`config.mk`:
```
export PLATFORM = sky130hd
export DESIGN_NAME = alu_t_c3x3_result_reader
export DESIGN_NICKNAME = d
export VERILOG_FILES = /design/src/rtl/alu_t_c3x3_result_reader.sv
export SDC_FILE = /design/constraint.sdc
export NUM_CORES = 1
export LEC_CHECK = 0
export CAP_MARGIN = 20
export CORE_MARGIN = 2
export CORE_UTILIZATION = 58
export DETAILED_ROUTE_END_ITERATION = 16
export PLACE_DENSITY_LB_ADDON = 0.08
export SLEW_MARGIN = 20
export SYNTH_ARGS = -nofsm -noshare
export SYNTH_HDL_FRONTEND = slang
export SYNTH_SLANG_ARGS = --single-unit
```
`constraint.sdc`:
```
create_clock -name clk -period 3.4 [get_ports clk]
set_input_delay 0.51 -clock clk [delete_from_list [all_inputs] [get_ports clk]]
set_output_delay 0.51 -clock clk [all_outputs]
set_load 0.1 [all_outputs]
```
`src/rtl/alu_t_c3x3_result_reader.sv`:
```
// Collects bursts of ALU sum beats into either one wide 27x27 accumulator or
// three isolated 18-bit-lane accumulators, then holds the result until it is taken.
module alu_t_c3x3_result_reader #(
  parameter int ACC_W_FULL = 64,
  parameter int ACC_W_LANE = 24
) (
  input  logic        clk,
  input  logic        reset,
  input  logic        USE_SIMD,
  input  logic [53:0] S,
  input  logic [5:0]  result_SIMD_carry_out,
  input  logic        in_valid,
  input  logic        in_last,
  output logic        in_ready,
  output logic [5:0]  result_SIMD_carry_in,
  output logic [71:0] out_data,
  output logic [7:0]  out_count,
  output logic        out_ovf,
  output logic        out_valid,
  input  logic        out_ready
);

  typedef enum logic [1:0] {IDLE, ACCUM, DRAIN} state_t;

  state_t                state;
  logic                  mode;
  logic [ACC_W_FULL-1:0] acc_full;
  logic [ACC_W_LANE-1:0] acc_lane [3];
  logic [ACC_W_LANE-1:0] beat_lane [3];
  logic [ACC_W_LANE:0]   sum_lane [3];
  logic [ACC_W_FULL-1:0] beat_full;
  logic [ACC_W_FULL:0]   sum_full;
  logic [7:0]            count;
  logic                  ovf;
  logic                  valid_q;
  logic                  lane_wrap;
  logic                  wrap;
  logic                  take;

  assign result_SIMD_carry_in = '0;
  assign in_ready  = reset && (state != DRAIN);
  assign take      = in_valid && in_ready;
  assign out_count = count;
  assign out_ovf   = ovf;
  assign out_valid = valid_q;

  // Only the top segment's carry extends the chained 54-bit sum; lane carries stay per lane.
  always_comb begin
    beat_full = ACC_W_FULL'({result_SIMD_carry_out[5:4], S});
    sum_full  = {1'b0, acc_full} + {1'b0, beat_full};
    lane_wrap = 1'b0;
    for (int k = 0; k < 3; k++) begin
      beat_lane[k] = ACC_W_LANE'({result_SIMD_carry_out[2*k+1 -: 2], S[18*k +: 18]});
      sum_lane[k]  = {1'b0, acc_lane[k]} + {1'b0, beat_lane[k]};
      lane_wrap    = lane_wrap | sum_lane[k][ACC_W_LANE];
    end
    wrap = mode ? lane_wrap : sum_full[ACC_W_FULL];
  end

  always_comb begin
    out_data = 72'(acc_full);
    if (mode) begin
      out_data = {24'(acc_lane[2]), 24'(acc_lane[1]), 24'(acc_lane[0])};
    end
  end

  always_ff @(posedge clk or negedge reset) begin
    if (!reset) begin
      state    <= IDLE;
      mode     <= 1'b0;
      acc_full <= '0;
      for (int k = 0; k < 3; k++) acc_lane[k] <= '0;
      count    <= '0;
      ovf      <= 1'b0;
      valid_q  <= 1'b0;
    end else begin
      case (state)
        IDLE: begin
          // First beat loads rather than adds and starts a fresh overflow history.
          if (take) begin
            mode     <= USE_SIMD;
            acc_full <= beat_full;
            for (int k = 0; k < 3; k++) acc_lane[k] <= beat_lane[k];
            count    <= 8'd1;
            ovf      <= 1'b0;
            if (in_last) begin
              state   <= DRAIN;
              valid_q <= 1'b1;
            end else begin
              state <= ACCUM;
            end
          end
        end
        ACCUM: begin
          if (take) begin
            acc_full <= sum_full[ACC_W_FULL-1:0];
            for (int k = 0; k < 3; k++) acc_lane[k] <= sum_lane[k][ACC_W_LANE-1:0];
            if (count != 8'hFF) count <= count + 8'd1;
            ovf <= ovf | wrap | (count == 8'hFF);
            if (in_last) begin
              state   <= DRAIN;
              valid_q <= 1'b1;
            end
          end
        end
        DRAIN: begin
          if (out_ready) begin
            valid_q <= 1'b0;
            state   <= IDLE;
          end
        end
        default: state <= IDLE;
      endcase
    end
  end

endmodule
```
==> metrics.md <==
| Metric | Value |
|---|---|
| Status | `complete, no violations` |
| CTS H-tree lvls | `4` |
| Clock buffer depth | `2` |
| Avg Vias per Cell | `6.009` |
| WL per Instance | `18.60 um` |
| Final setup viols | `0` |
| Met2 WL post-DR | `20.09 mm` |
| Sw Ratio | `0.5120` |
| Number of port buffers | `148` |
| Critical Path End Type | `flop` |
| CP max stage delay | `0.49 ns` |
| WL met1 | `18.64 mm` |
| Max Cap Viol | `0` |
| Clk slew on worst S/H paths | `0.08 ns` |
| Relative slew margins | `0.3344` |
| WP buf/inv | `2` |
| Post-Route Setup TNS | `0 ns` |
| Critical Path AT | `3.74 ns` |
| Slew @ Worst Pin | `0.9953 ns` |
| Tot Pwr | `13,090 uW` |
| Mapped Cells | `1,686` |
| Residual DRC | `0` |
| Sequential power share | `0.204` |
| Worst Skew | `0.01563 ns` |
| Area growth syn-to-layout | `28.71%` |
| Sequential share of the synthesized area | `0.2764` |
| Total Routing Usage GR | `0.3470` |
| Unrepaired setup endpoints after global routing | `true` |
| Peak Freq | `297.2 MHz` |
| Synth warn | `0` |
| Worst-path cell chain | `clkdlybuf4s50_1 -> ha_1 -> fa_1 -> a211o_1 -> a21oi_1 -> o31ai_1 -> a31oi_1 -> buf_4 -> a21oi_1 -> o21ai_0 -> nand2b_1 -> nand3_1 -> and4b_1 -> a311o_1 -> a21oi_2` |
| Startpoint types | `primary input` |
| Synthesized area | `13,490 um2` |
| CTS sink cnt | `149` |
| Gp weighted congestion | `0.9591` |
| Number of hold buffers added after CTS | `0` |
| DRT Pass-1 Iters | `5` |
| Largest net degree at the start of global routing | `73` |
| CTS tree | `yes` |
| CP dominant cell by count | `a21oi_1` |
| Ant diodes | `0` |
| Die height | `156.5 um` |
| Highest routing layer actually used | `met4` |
| CP Max Fanout | `2` |
| CP required | `3.77 ns` |
| Syn avg cell area | `8.002 um2` |
| Slowest stage cell, crit path | `clkdlybuf4s50_1` |
| Post-synth EDFFs | `0` |
| Comb pwr share | `0.646` |
| Full die area | `24,500 um2` |
| Vias in the first global route | `13,332` |
| Met3 WL | `3.143 mm` |
| Max-slew violations | `0` |
| CORE AREA | `22,710 um2` |
| Vias | `13,863` |
| Kind of cell adding the most delay to the critical path | `compound AO/OA/AOI/OAI gates` |
| First-pass GRT wire length | `68.05 mm` |
| Post-DP HPWL | `31.93 mm` |
| Clock share of power | `0.149` |
| Final WL | `42.92 mm` |
| Root Driver | `clkbuf_16` |
| Worst-Skew Late Latency | `0.45 ns` |
| Max IR drop VDD | `0.5686 mV` |
| Hold Crit Class | `in2async` |
| CTS Buf Count | `17` |
| Die width | `156.5 um` |
| Global route overflow | `0` |
| Iteration-0 DRC Markers | `1,051` |
| Final hold vios | `0` |
| Worst R2R Path Depth | `14` |
| Crit path time final | `3.365 ns` |
| LEAKAGE | `0.008247 uW` |
| Initial antenna violation count | `1` |
| # IOs | `155` |
| P_int | `6388 uW` |
| Synthesized flop and latch total | `149` |
| Detail Route Antenna Nets | `0` |
| Initial core utilization | `0.5941` |
| Row cnt | `55` |
| Synth cell types | `77` |
| Pwr Density | `753.8 nW/um2` |
| Layout cell share with drive strength beyond 1 | `0.2265` |
| Sw power | `6702 uW` |
| Fraction of registers with async set/reset | `1.000` |
| Final nets | `2,196` |
| Crit share post-route | `0.9897` |
| WP depth | `15` |
| Setup CP Type | `in2reg` |
| Synth Flop Type | `dfrtp_1` |
==> metal layers <==
metal,track usage,vias to the layer above
li1,-,6716
met1,0.4608,6557
met2,0.5748,515
met3,0.06037,75
met4,0.1136,0
met5,0,-
==> timing repair <==
item	4_1_cts	5_1_grt
buffers inserted	0	6
pin swaps	1	18
setup endpoints to repair	8	26
gates resized for setup	4	22
endpoints found under the hold margin	0	0
==> sequential cells by signal, indices dropped and copies added, names as in the netlist <==
signal and count:
out_ovf 1, acc_lane 72, out_count 8, out_valid 1, acc_full 64, state 2, mode 1
==> logic make-up after synthesis <==
group                      after synthesis  share of synthesized area
xor gates and xnor gates               104                    0.06751
other                                    1                  0.0002779
muxes                                   76                    0.06223
and+or+nand+nor                        530                     0.1883
DFF                                    149                     0.2764
adders and majority gates              121                     0.1144
buffers and inverters                  129                    0.03784
AOI/OAI and AO/OA                      576                     0.2531
==> synthesized netlist by cell type, types with 5 or more instances <==
cell,count,area (um2)
xor2_1,38,332.8
or3_1,14,87.58
nand2b_1,18,112.6
o21bai_1,17,127.6
xnor2_1,66,578.1
mux2i_1,13,130.1
a21oi_1,214,1071
nand2_1,194,728.2
and2_1,15,93.84
o21ai_0,178,890.9
buf_1,6,22.52
ha_1,117,1464
nor2_1,114,427.9
nor3_1,22,110.1
nand3_1,32,160.2
buf_4,6,45.04
o31ai_1,5,37.54
a211o_1,5,43.79
clkbuf_1,73,274.0
inv_1,40,150.1
dfrtp_1,149,3729
a31oi_1,24,150.1
nor2b_1,54,337.8
a41oi_1,6,52.55
nand4_1,25,156.4
o22ai_1,8,50.05
a211oi_1,11,82.58
o211ai_1,5,37.54
and3_1,15,93.84
a21o_1,50,375.4
o21a_1,13,97.59
mux2_2,63,709.4
==> path summary, 6_finish.rpt <==
| check | startpoint | to | slack, ns |
|---|---|---|---|
| worst max register to register | acc_lane[0]$_DFFE_PN0P_ | out_ovf$_DFFE_PN0P_ | 0.18 |
| worst max-delay path | S[36] | out_ovf$_DFFE_PN0P_ | 0.04 |
| worst min register to register | acc_lane[54]$_DFFE_PN0P_ | acc_lane[54]$_DFFE_PN0P_ | 0.51 |
| max in group asynchronous | reset | acc_full[45]$_DFFE_PN0P_ | 1.93 |
| worst min-delay path | reset | acc_lane[29]$_DFFE_PN0P_ | 0.15 |
| min in group clk | acc_lane[54]$_DFFE_PN0P_ | acc_lane[54]$_DFFE_PN0P_ | 0.51 |
==> through the flow <==
stage	util	hold WS (ns)	setup WS [ns]	std cells	instance area, um2
after CTS	0.7580	0.1749	-0.03265	2302	17210
after global placement	0.7320	0.4837	-0.4944	2270	16620
after floorplan	-	0.2144	0.2255	1691	13510
after global routing	0.7647	0.2011	-0.05320	2307	17370
after detailed placement	0.7320	0.5017	-0.5759	2270	16620
final	0.7647	0.1494	0.03517	2307	17370
==> cell usage in the layout (no fill, tap or decap), types with 4 or more instances in the layout <==
| cell type | instances |
|---|---|
| nand4_1 | 25 |
| nor2_1 | 112 |
| and3_1 | 14 |
| conb_1 | 6 |
| dfrtp_1 | 147 |
| xor2_1 | 38 |
| o21ai_0 | 177 |
| o31a_1 | 4 |
| o31ai_1 | 4 |
| o211ai_1 | 5 |
| a31o_2 | 4 |
| a211o_1 | 5 |
| o21ai_1 | 4 |
| and2_1 | 15 |
| inv_6 | 6 |
| clkbuf_16 | 17 |
| nand2_1 | 194 |
| mux2_2 | 63 |
| nand2b_1 | 17 |
| or3_1 | 14 |
| o22ai_1 | 8 |
| ha_1 | 115 |
| xnor2_1 | 66 |
| mux2i_1 | 13 |
| o21a_1 | 13 |
| a31oi_1 | 23 |
| inv_1 | 39 |
| o21bai_1 | 17 |
| nand3_1 | 32 |
| clkdlybuf4s50_1 | 72 |
| a41oi_1 | 4 |
| buf_4 | 309 |
| a21oi_1 | 211 |
| nor3_1 | 22 |
| a22o_1 | 4 |
| a211oi_1 | 8 |
| a21o_1 | 50 |
| nor2b_1 | 54 |
==> power by group through the flow <==
| stage | registers [uW] | logic [uW] | clock network (uW) |
|---|---|---|---|
| after global routing | 2720 | 9040 | 2030 |
| after detailed placement | 2690 | 8210 | 0 |
| after global placement | 2670 | 8090 | 0 |
| after floorplan | 2530 | 5850 | 0 |
| after CTS | 2660 | 8290 | 1950 |
| final | 2670 | 8460 | 1950 |
==> cell type report <==
cell class	instances	area [um2]
Multi-Input combinational cell	1413	9414
Clock inverter	15	145.1
Timing Repair Buffer	387	3137
Clock buffer	17	425.4
Tap cell	285	356.6
Sequential cell	149	3734
Inverter	41	153.9
Fill cell	1701	5344
Power figures use the tool's default switching activity.
